[config.mk]
export PLATFORM = sky130hd
export DESIGN_NAME = pulse_dispenser
export DESIGN_NICKNAME = d
export VERILOG_FILES = /design/src/rtl/pulse_dispenser.sv
export SDC_FILE = /design/constraint.sdc
export NUM_CORES = 1
export LEC_CHECK = 0
export CAP_MARGIN = 0
export CELL_PAD_IN_SITES_DETAIL_PLACEMENT = 0
export CELL_PAD_IN_SITES_GLOBAL_PLACEMENT = 1
export CORE_ASPECT_RATIO = 0.9
export CORE_UTILIZATION = 33
export CTS_CLUSTER_SIZE = 14
export DETAILED_ROUTE_END_ITERATION = 8
export PLACE_DENSITY = 0.81
export SKIP_LAST_GASP = 1
export SYNTH_ARGS = -nofsm -noshare
export SYNTH_HDL_FRONTEND = slang
export SYNTH_SLANG_ARGS = --single-unit
[constraint.sdc]
create_clock -name clk -period 1.8 [get_ports clk]
set_input_delay 0.45 -clock clk [delete_from_list [all_inputs] [get_ports clk]]
set_output_delay 0.45 -clock clk [all_outputs]
set_load 0.02 [all_outputs]
[src/rtl/pulse_dispenser.sv]
// pulse_dispenser: replays a loaded count as a train of single-cycle step
// pulses, each tagged with a direction, with GAP idle cycles between pulses.
// Load handshake: a job is accepted on any rising edge where
// in_valid && in_ready. in_ready is high only in IDLE. There is no buffering,
// so the source holds in_valid (and its data) until it sees in_ready.
// done strobes for one cycle at the end of every accepted job.
// Optional feature macro: PULSE_DISPENSER_ABORT_EN adds an abort input that
// ends a running job early.
// All outputs are decoded from registered state only (Moore).
module pulse_dispenser #(
  parameter int WIDTH = 6,
  parameter int GAP   = 1
) (
  input  logic             clk,
  input  logic             rst,
  input  logic             in_valid,
  input  logic [WIDTH-1:0] in_count,
  input  logic             in_dir,
`ifdef PULSE_DISPENSER_ABORT_EN
  input  logic             abort,
`endif
  output logic             in_ready,
  output logic             pulse_out,
  output logic             pulse_dir,
  output logic             busy,
  output logic             done,
  output logic [WIDTH-1:0] remaining,
  output logic [1:0]       o_dbg_state
);

  typedef enum logic [1:0] {
    S_IDLE  = 2'd0,
    S_PULSE = 2'd1,
    S_GAP   = 2'd2,
    S_DONE  = 2'd3
  } state_t;

  // A zero gap means the PULSE state repeats directly without visiting GAP.
  localparam bit       NO_GAP     = (GAP == 0);
  localparam logic [7:0] GAP_RELOAD = (GAP > 0) ? 8'(GAP - 1) : 8'd0;

  state_t           r_state;
  logic [WIDTH-1:0] r_remaining;
  logic             r_dir;
  logic [7:0]       r_gap_cnt;
  logic             w_abort;

`ifdef PULSE_DISPENSER_ABORT_EN
  assign w_abort = abort;
`else
  assign w_abort = 1'b0;
`endif

  // Job sequencer: load, emit pulses with gap spacing, strobe done, return to idle.
  always_ff @(posedge clk) begin
    if (rst) begin
      r_state     <= S_IDLE;
      r_remaining <= '0;
      r_dir       <= 1'b0;
      r_gap_cnt   <= 8'd0;
    end else begin
      case (r_state)
        S_IDLE: begin
          if (in_valid) begin
            r_remaining <= in_count;
            r_dir       <= in_dir;
            r_state     <= (in_count == '0) ? S_DONE : S_PULSE;
          end
        end
        S_PULSE: begin
          // The pulse in this cycle is delivered even if aborted, so always count it.
          r_remaining <= r_remaining - 1'b1;
          if (r_remaining == WIDTH'(1) || w_abort) begin
            r_state <= S_DONE;
          end else if (NO_GAP) begin
            r_state <= S_PULSE;
          end else begin
            r_state   <= S_GAP;
            r_gap_cnt <= GAP_RELOAD;
          end
        end
        S_GAP: begin
          if (w_abort) begin
            r_state <= S_DONE;
          end else if (r_gap_cnt == 8'd0) begin
            r_state <= S_PULSE;
          end else begin
            r_gap_cnt <= r_gap_cnt - 8'd1;
          end
        end
        default: begin
          r_state <= S_IDLE;
        end
      endcase
    end
  end

  assign in_ready    = (r_state == S_IDLE);
  assign pulse_out   = (r_state == S_PULSE);
  assign busy        = (r_state != S_IDLE);
  assign done        = (r_state == S_DONE);
  assign pulse_dir   = r_dir;
  assign remaining   = r_remaining;
  assign o_dbg_state = r_state;

endmodule

==> results.sh, run 1 <==
export IMPL_period_share=1.047
export IMPL_violations="negative setup slack"
export IMPL_path_clk_slew_ns=0.07
export IMPL_ys_ff_latch=17
export IMPL_antenna_found_initial=0
export IMPL_cts_buffers=3
export IMPL_ys_top_cells_by_count="17 x dfxtp_1, 11 x a21oi_1, 10 x nor2_1"
export IMPL_dp_cells=222
export IMPL_synth_xor_area_frac=0
export IMPL_syn_mean_instance_area_sq_um=8.292
export IMPL_dpl_worst_slack_ns=-0.3522
export IMPL_rsz0062_at_grt="yes"
export IMPL_synth_fa_ha_area_frac=0.1014
export IMPL_die_w_um=63.17
export IMPL_die_h_um=57.05
export IMPL_setup_violations_final=1
export IMPL_fin_cells=228
export IMPL_synth_compound_area_frac=0.2230
export IMPL_via_per_inst=5.425
export IMPL_yosys_area_share_simple=0.2691
export IMPL_grt_first_pass_wirelength_um=5264
export IMPL_dp_hpwl_um=2385
export IMPL_initial_core_util=0.3541
export IMPL_std_cell_rows=19
export IMPL_synth_most_common_cell="dfxtp_1"
export IMPL_layout_nets=206
export IMPL_crit_path_end_kind="register"
export IMPL_drt_wl_total_um=3310
export IMPL_cts_sinks=17
export IMPL_synth_seq_area_share=0.3063
export IMPL_synth_cell_types=41
export IMPL_dieArea_sq_um=3603
export IMPL_area_growth_pct=58.33
export IMPL_htree_levels=1
export IMPL_slew_headroom=0.7568
export IMPL_antenna_cells=0
export IMPL_min_path_type="reg2reg"
export IMPL_synth_top_family_by_area="simple AND/OR/NAND/NOR gates"
export IMPL_synth_top_area_share=0.3063
export IMPL_synthArstFlopShare=0
export IMPL_drv_cap=0
export IMPL_grt_util_all_layers=0.1880
export IMPL_power_density_nw_per_um2=1870
export IMPL_p_leak_uw=0.0007345
export IMPL_synth_edf_count=0
export IMPL_ys_flop_type="dfxtp_1"
export IMPL_cp_arrival_ns=2.08
export IMPL_pin_count=23
export IMPL_firstDrtPassIters=4
export IMPL_muxShareOfSynthArea=0.04505
export IMPL_drive_gt1_frac=0.3441
export IMPL_ys_warn_count=0
export IMPL_finClkSkew_ns=0.005426
export IMPL_synth_top_area_cell="dfxtp_1"
export IMPL_whs_ns=0.4643
export IMPL_clkLatencyLatePin_ns=0.26
export IMPL_gp_congestion=0.7905
export IMPL_worst_slew_pin_slew_ns=0.3643
export IMPL_wl_per_cell_um=14.52
export IMPL_setup_ws_ns=-0.08386
export IMPL_core_area_sq_um=3138
export IMPL_drc_errors=0
export IMPL_cp_max_fo=2
export IMPL_dr_first_iter_drc_count=55
export IMPL_totalPowerFinal_uw=3290
export IMPL_critPathKind="reg2reg"
export IMPL_crit_required_ns=2.00
export IMPL_syn_inst=134
export IMPL_drv_slew=0
export IMPL_clk_path_buf_depth=2
export IMPL_grt_overflow_total=0
export IMPL_cp_start_kind="register"
export IMPL_ir_drop_v=0.0008040
export IMPL_fmax_mhz=530.8
export IMPL_period_needed_ns=1.884
export IMPL_outcome="finished, violations left"
export IMPL_grt_max_degree=13
export IMPL_postCtsSetupBuffers=0
export IMPL_ant_nets=0
export IMPL_vias=1237
export IMPL_tritoncts="yes"
export IMPL_port_buffers=22
export IMPL_cts_root_buf="clkbuf_8"
export IMPL_grt_pass1_vias=1187
export IMPL_hold_viol_final=0
export IMPL_syn_nets=153
export IMPL_synth_area_leaders="dfxtp_1 31%, ha_1 10%, a21oi_1 5.0%"
export IMPL_synth_area_sq_um=1111
==> registers in the layout (all words and copies together), names as in the netlist <==
register	flops
remaining	6
o_dbg_state	2
r_gap_cnt	8
pulse_dir	1
==> report_power, final <==
group / internal (uW) / switching [uW]
sequential: 531 / 134
clock: 157 / 143
combinational: 1150 / 1170
total: 1840 / 1450
==> cell usage in the layout (no fill, tap or decap), types with 3 or more instances in the layout <==
| master | netlist | routed |
|---|---|---|
| ha_4 | 0 | 3 |
| nand3_1 | 5 | 5 |
| clkbuf_8 | 0 | 3 |
| clkdlybuf4s50_1 | 0 | 16 |
| nand2_1 | 9 | 8 |
| dfxtp_1 | 17 | 12 |
| or4_4 | 1 | 3 |
| inv_1 | 9 | 6 |
| dlygate4sd2_1 | 0 | 4 |
| o21ai_0 | 8 | 5 |
| or3_1 | 4 | 4 |
| a21oi_2 | 0 | 3 |
| o211ai_1 | 3 | 3 |
| nand3b_1 | 4 | 4 |
| mux2i_1 | 5 | 5 |
| buf_4 | 1 | 28 |
| nor2_1 | 10 | 9 |
| ha_1 | 9 | 6 |
| dfxtp_2 | 0 | 3 |
| a21oi_1 | 11 | 8 |
==> stage by stage <==
stage | util | TNS, ns | cell area [sq um]
finish | 0.5606 | -0.08386 | 1759
global route | 0.5606 | -0.3906 | 1759
CTS | 0.5367 | -0.08546 | 1684
detailed placement | 0.5207 | -0.5300 | 1634
global placement | 0.5207 | -0.4338 | 1634
floorplan | - | -0.1644 | 1185
==> layout make-up <==
cell class | count | area, sq um
repair buffers | 52 | 440.4
well taps | 42 | 52.55
flip-flops and latches | 17 | 351.6
inverters | 10 | 40.04
clock buffers | 4 | 45.04
multi-input cells | 103 | 829.5
fillers | 299 | 1379
==> path summary, 6_finish.rpt <==
check | start | end | slack [ns] | cells past startpoint
worst max register to register | r_gap_cnt[5] | r_gap_cnt[7] | -0.08 | 4
worst min-delay path | pulse_dir | pulse_dir | 0.46 | 2
worst min register to register | pulse_dir | pulse_dir | 0.46 | 2
worst max-delay path | r_gap_cnt[5] | r_gap_cnt[7] | -0.08 | 4
==> logic make-up (layout without fill, tap and decap cells) <==
| family | Yosys count | in the layout |
|---|---|---|
| AND/OR/NAND/NOR | 51 | 51 |
| AO/OA/AOI/OAI | 38 | 38 |
| flip-flops | 17 | 17 |
| buffers and inverters | 14 | 66 |
| adder cells (fa/ha/maj) | 9 | 9 |
| multiplexers | 5 | 5 |
==> timing repair <==
action / in CTS / in global routing
pin swaps: 3 / 2
endpoints found under the setup margin: 7 / 12
endpoints found under the hold margin: 0 / 0
gates cloned: 0 / 2
hold buffers: 0 / 0
gates resized for setup: 6 / 23
==> critical path: stages, from the launching register on <==
cell and delay [ns]:
dfxtp_2 0.32, or4_4 0.53, or4_4 0.43, or4_4 0.42
a21oi_2 0.12
==> layer usage <==
| layer | vias up | GRT usage | wire [um] |
|---|---|---|---|
| li1 | 608 | - | - |
| met1 | 588 | 0.2341 | 1490 |
| met2 | 39 | 0.3210 | 1640 |
| met3 | 2 | 0.05000 | 161 |
| met4 | 0 | 0.04983 | 18 |
| met5 | - | 0 | 0 |
Note: power is estimated with default switching activity, not from simulation.
==> run 2, diff against run 1 <==
Settings changed: CORE_UTILIZATION 33 to 40, PLACE_DENSITY 0.81 to 0.91.
Clock period 1.8 ns to 2.3 ns, I/O delays scaled along.
==> results.sh, run 2 (synthesis gave the netlist of run 1 again) <==
export IMPL_cp_start_kind="register"
export IMPL_drv_cap=0
export IMPL_ctsResizeCount=3
export IMPL_crit_buf_inv=2
export IMPL_max_stage_delay_ns=0.63
export IMPL_fin_setup_tns_ns=0
export IMPL_crit_path_end_kind="output port"
export IMPL_setup_violations_final=0
export IMPL_pin_count=23
export IMPL_p_seq_frac=0.267
export IMPL_largest_register_ff_count=8
export IMPL_die_w_um=57.56
export IMPL_cp_slowest_cell="clkdlybuf4s50_1"
export IMPL_cts_sinks=17
export IMPL_crit_required_ns=1.73
export IMPL_hold_viol_final=0
export IMPL_critPathTopFamily="buffers and inverters"
export IMPL_power_density_nw_per_um2=1430
export IMPL_die_h_um=52
export IMPL_postCtsSetupBuffers=0
export IMPL_grt_util_all_layers=0.2181
export IMPL_power_share_combinational=0.647
export IMPL_vias=1104
export IMPL_antenna_cells=0
export IMPL_htree_levels=1
export IMPL_fmax_mhz=451.4
export IMPL_layout_nets=183
export IMPL_slew_headroom=0.7089
export IMPL_port_buffers=22
export IMPL_antenna_found_initial=0
export IMPL_swShare=0.4634
export IMPL_postLayoutCoreUtil=0.5625
export IMPL_drv_slew=0
export IMPL_hold_buffers=0
export IMPL_final_common_cell="clkdlybuf4s50_1"
export IMPL_p_int_uw=1093
export IMPL_initial_core_util=0.4390
export IMPL_path_cells="inv_1, ha_1, clkdlybuf4s50_1"
export IMPL_rsz0062_at_grt="no"
export IMPL_cp_arrival_ns=1.64
export IMPL_period_needed_ns=2.215
export IMPL_min_path_type="reg2reg"
export IMPL_totalPowerFinal_uw=2037
export IMPL_largest_register="r_gap_cnt"
export IMPL_tritoncts="yes"
export IMPL_area_growth_pct=28.15
export IMPL_finClkSkew_ns=0.01041
export IMPL_critPathKind="reg2out"
export IMPL_fillers=232
export IMPL_pwr_share_clk=0.086
export IMPL_drc_errors=0
export IMPL_grt_max_degree=13
export IMPL_outcome="finished clean"
export IMPL_p_leak_uw=0.0005520
export IMPL_dp_hpwl_um=2170
export IMPL_ant_nets=0
export IMPL_period_share=0.9631
export IMPL_p_sw_uw=943.8
export IMPL_wl_per_cell_um=14.93
export IMPL_cp_max_fo=8
export IMPL_ir_drop_v=0.0006988
export IMPL_final_cell_mix="21 x clkdlybuf4s50_1, 15 x dfxtp_1, 11 x a21oi_1"
export IMPL_dieArea_sq_um=2993
export IMPL_cts_root_buf="clkbuf_4"
export IMPL_grt_overflow_total=0
export IMPL_firstDrtPassIters=4
export IMPL_clkLatencyLatePin_ns=0.31
export IMPL_grt_first_pass_wirelength_um=5009
export IMPL_cts_buffers=3
export IMPL_core_area_sq_um=2531
export IMPL_clk_path_buf_depth=2
export IMPL_via_per_inst=5.780
export IMPL_worst_slew_pin_slew_ns=0.4245
export IMPL_gp_congestion=0.8518
export IMPL_path_clk_slew_ns=0.12
export IMPL_std_cell_rows=17
export IMPL_drive_gt1_frac=0.1227
export IMPL_grt_pass1_vias=1161
export IMPL_drt_wl_total_um=2852
export IMPL_dr_first_iter_drc_count=57
[run 2: layout make-up]
type,count,area (sq um),area share
multi-input cells,103,709.4,0.4982
flip-flops and latches,17,342.8,0.2408
inverters,10,37.54,0.02636
clock inverters,1,5.005,0.003515
well taps,28,35.03,0.02460
repair buffers,29,271.5,0.1907
clock buffers,3,22.52,0.01582
[run 2: final timing paths]
kind / startpoint / endpoint / slack (ns) / cells after the start
max reg2reg: remaining[1] / o_dbg_state[0] / 0.21 / 6
min reg2reg: pulse_dir / pulse_dir / 0.46 / 2
max: o_dbg_state[0] / in_ready / 0.08 / 3
min: pulse_dir / pulse_dir / 0.46 / 2
[run 2: metrics by stage]
stage / hold slack [ns] / instance area (sq um) / instances / setup WS [ns]
3_5_place_dp: 0.4553 / 1395 / 187 / 0.04380
3_3_place_gp: 0.4436 / 1395 / 187 / 0.05328
5_1_grt: 0.5112 / 1424 / 191 / 0.0007596
2_1_floorplan: 0.4600 / 1111 / 134 / 0.01983
4_1_cts: 0.4704 / 1424 / 191 / 0.07227
6_report: 0.4624 / 1424 / 191 / 0.08482
[run 2: power groups by stage]
stage,Sequential [uW],Combinational (uW),Clock (uW)
final,544,1320,174
after global routing,563,1460,197
after CTS,541,1320,183
after detailed placement,544,1320,0
after global placement,541,1280,0
after floorplan,576,824,0
[run 2: worst min-delay path, cell delays in order, from the launching register on]
cell	delay, ns
dfxtp_1	0.32
nand2_1	0.05
a21oi_1	0.05
[run 2: metal layers]
metal | wire length (um) | up-vias | global-route usage | share of wire
met4 | 16 | 0 | 0.06504 | 0.0056
met3 | 84 | 4 | 0.05473 | 0.029
li1 | - | 558 | - | -
met1 | 1290 | 525 | 0.2251 | 0.45
met2 | 1460 | 17 | 0.4302 | 0.51
met5 | 0 | - | 0 | 0
==> run 3, diff against run 2 <==
Settings changed: CTS_BUF_LIST from default to sky130_fd_sc_hd__clkbuf_16, CTS_CLUSTER_DIAMETER from default to 30, CTS_CLUSTER_SIZE 14 to default.
==> results.sh, run 3 (synthesis gave the netlist of run 1 again) <==
export IMPL_ctsResizeCount=1
export IMPL_path_depth=3
export IMPL_grt_overflow_total=0
export IMPL_die_h_um=52
export IMPL_firstDrtPassIters=4
export IMPL_worst_slew_pin_slew_ns=0.4318
export IMPL_min_from="pulse_dir"
export IMPL_initial_core_util=0.4390
export IMPL_startpoint="o_dbg_state[0]"
export IMPL_critPathTopFamily="buffers and inverters"
export IMPL_outcome="finished clean"
export IMPL_fin_cells=191
export IMPL_drt_wl_total_um=2935
export IMPL_path_cells="inv_1, ha_1, clkdlybuf4s50_1"
export IMPL_critPathKind="reg2out"
export IMPL_max_stage_delay_ns=0.63
export IMPL_grt_pass1_vias=1188
export IMPL_std_cell_rows=17
export IMPL_cp_start_kind="register"
export IMPL_dieArea_sq_um=2993
export IMPL_rsz0062_at_grt="no"
export IMPL_htree_levels=1
export IMPL_port_buffers=22
export IMPL_slew_headroom=0.7039
export IMPL_layout_nets=183
export IMPL_power_density_nw_per_um2=1510
export IMPL_crit_required_ns=1.73
export IMPL_grt_util_all_layers=0.2208
export IMPL_grt_first_pass_wirelength_um=5147
export IMPL_p_leak_uw=0.0005853
export IMPL_drv_cap=0
export IMPL_cts_sinks=17
export IMPL_dp_cells=187
export IMPL_ant_nets=0
export IMPL_antenna_found_initial=0
export IMPL_fmax_mhz=467.9
export IMPL_min_path_type="reg2reg"
export IMPL_grt_max_degree=13
export IMPL_die_w_um=57.56
export IMPL_clkLatencyLatePin_ns=0.25
export IMPL_largest_register="r_gap_cnt"
export IMPL_cts_root_buf="clkbuf_16"
export IMPL_hold_buffers=0
export IMPL_dr_first_iter_drc_count=34
export IMPL_dp_hpwl_um=2170
export IMPL_drv_slew=0
export IMPL_final_cell_mix="21 x clkdlybuf4s50_1, 15 x dfxtp_1, 11 x a21oi_1"
export IMPL_whs_path_depth=2
export IMPL_cts_buffers=3
export IMPL_postCtsSetupBuffers=0
export IMPL_hold_viol_final=0
export IMPL_fin_setup_tns_ns=0
export IMPL_cp_max_fo=8
export IMPL_whs_ns=0.4572
export IMPL_final_common_cell="clkdlybuf4s50_1"
export IMPL_drc_errors=0
export IMPL_period_needed_ns=2.137
export IMPL_crit_buf_inv=2
export IMPL_largest_register_ff_count=8
export IMPL_dpl_worst_slack_ns=0.04380
export IMPL_ir_drop_v=0.0006963
export IMPL_rr_worst_depth=6
export IMPL_antenna_cells=0
export IMPL_worstReg2RegStart="remaining[1]"
export IMPL_period_share=0.9291
export IMPL_vias=1158
export IMPL_clk_path_buf_depth=2
export IMPL_finClkSkew_ns=0.003132
export IMPL_pin_count=23
export IMPL_tritoncts="yes"
export IMPL_crit_path_end_kind="output port"
export IMPL_gp_congestion=0.8518
export IMPL_cp_slowest_cell="clkdlybuf4s50_1"
export IMPL_setup_violations_final=0
export IMPL_path_clk_slew_ns=0.06
export IMPL_cp_arrival_ns=1.56
export IMPL_via_per_inst=6.063
export IMPL_wl_per_cell_um=15.37
export IMPL_setup_ws_ns=0.1630
export IMPL_fillers=229
export IMPL_core_area_sq_um=2531
export IMPL_area_growth_pct=33.22
export IMPL_drive_gt1_frac=0.1227
export IMPL_postLayoutCoreUtil=0.5848
## run 3: changes by cell type in the layout (fill, tap and decap cells not counted)
cell            previous run  this run
dlymetal6s2s_1             0         1
clkbuf_4                   3         0
clkbuf_16                  0         3
dlygate4sd2_1              1         0
## run 3: layer usage
metal / GRT usage / vias up / wire length, um
li1: - / 559 / -
met1: 0.2311 / 555 / 1254
met2: 0.4302 / 38 / 1513
met3: 0.05970 / 6 / 145
met4: 0.06098 / 0 / 21
met5: 0 / - / 0
## run 3: cell type report
class	count	area [sq um]	area share
multi-input combinational	103	709.4	0.4793
clock inverter	1	5.005	0.003381
tap	28	35.03	0.02367
sequential	17	342.8	0.2316
inverter	10	37.54	0.02536
timing repair buffer	29	275.3	0.1860
clock buffer	3	75.07	0.05072
## run 3: worst paths after layout
check | slack, ns | end
worst max-delay path | 0.16 | in_ready
worst min-delay path | 0.46 | pulse_dir
worst max register to register | 0.21 | o_dbg_state[0]
worst min register to register | 0.46 | pulse_dir
## run 3: per-stage QoR
stage | total power [uW] | instance area [sq um]
global route | 2417 | 1480
global placement | 1823 | 1395
finish | 2234 | 1480
CTS | 2236 | 1476
detailed placement | 1859 | 1395
floorplan | 1400 | 1111
## run 3: power by group
part / leakage (uW) / switching, uW / internal, uW
clock: 0.0000409 / 124 / 233
combinational: 0.000404 / 703 / 628
sequential: 0.000140 / 139 / 407
## run 3: worst min-delay path, stage by stage (launching register included)
cell and delay [ns]:
dfxtp_1 0.30, nand2_1 0.05, a21oi_1 0.05
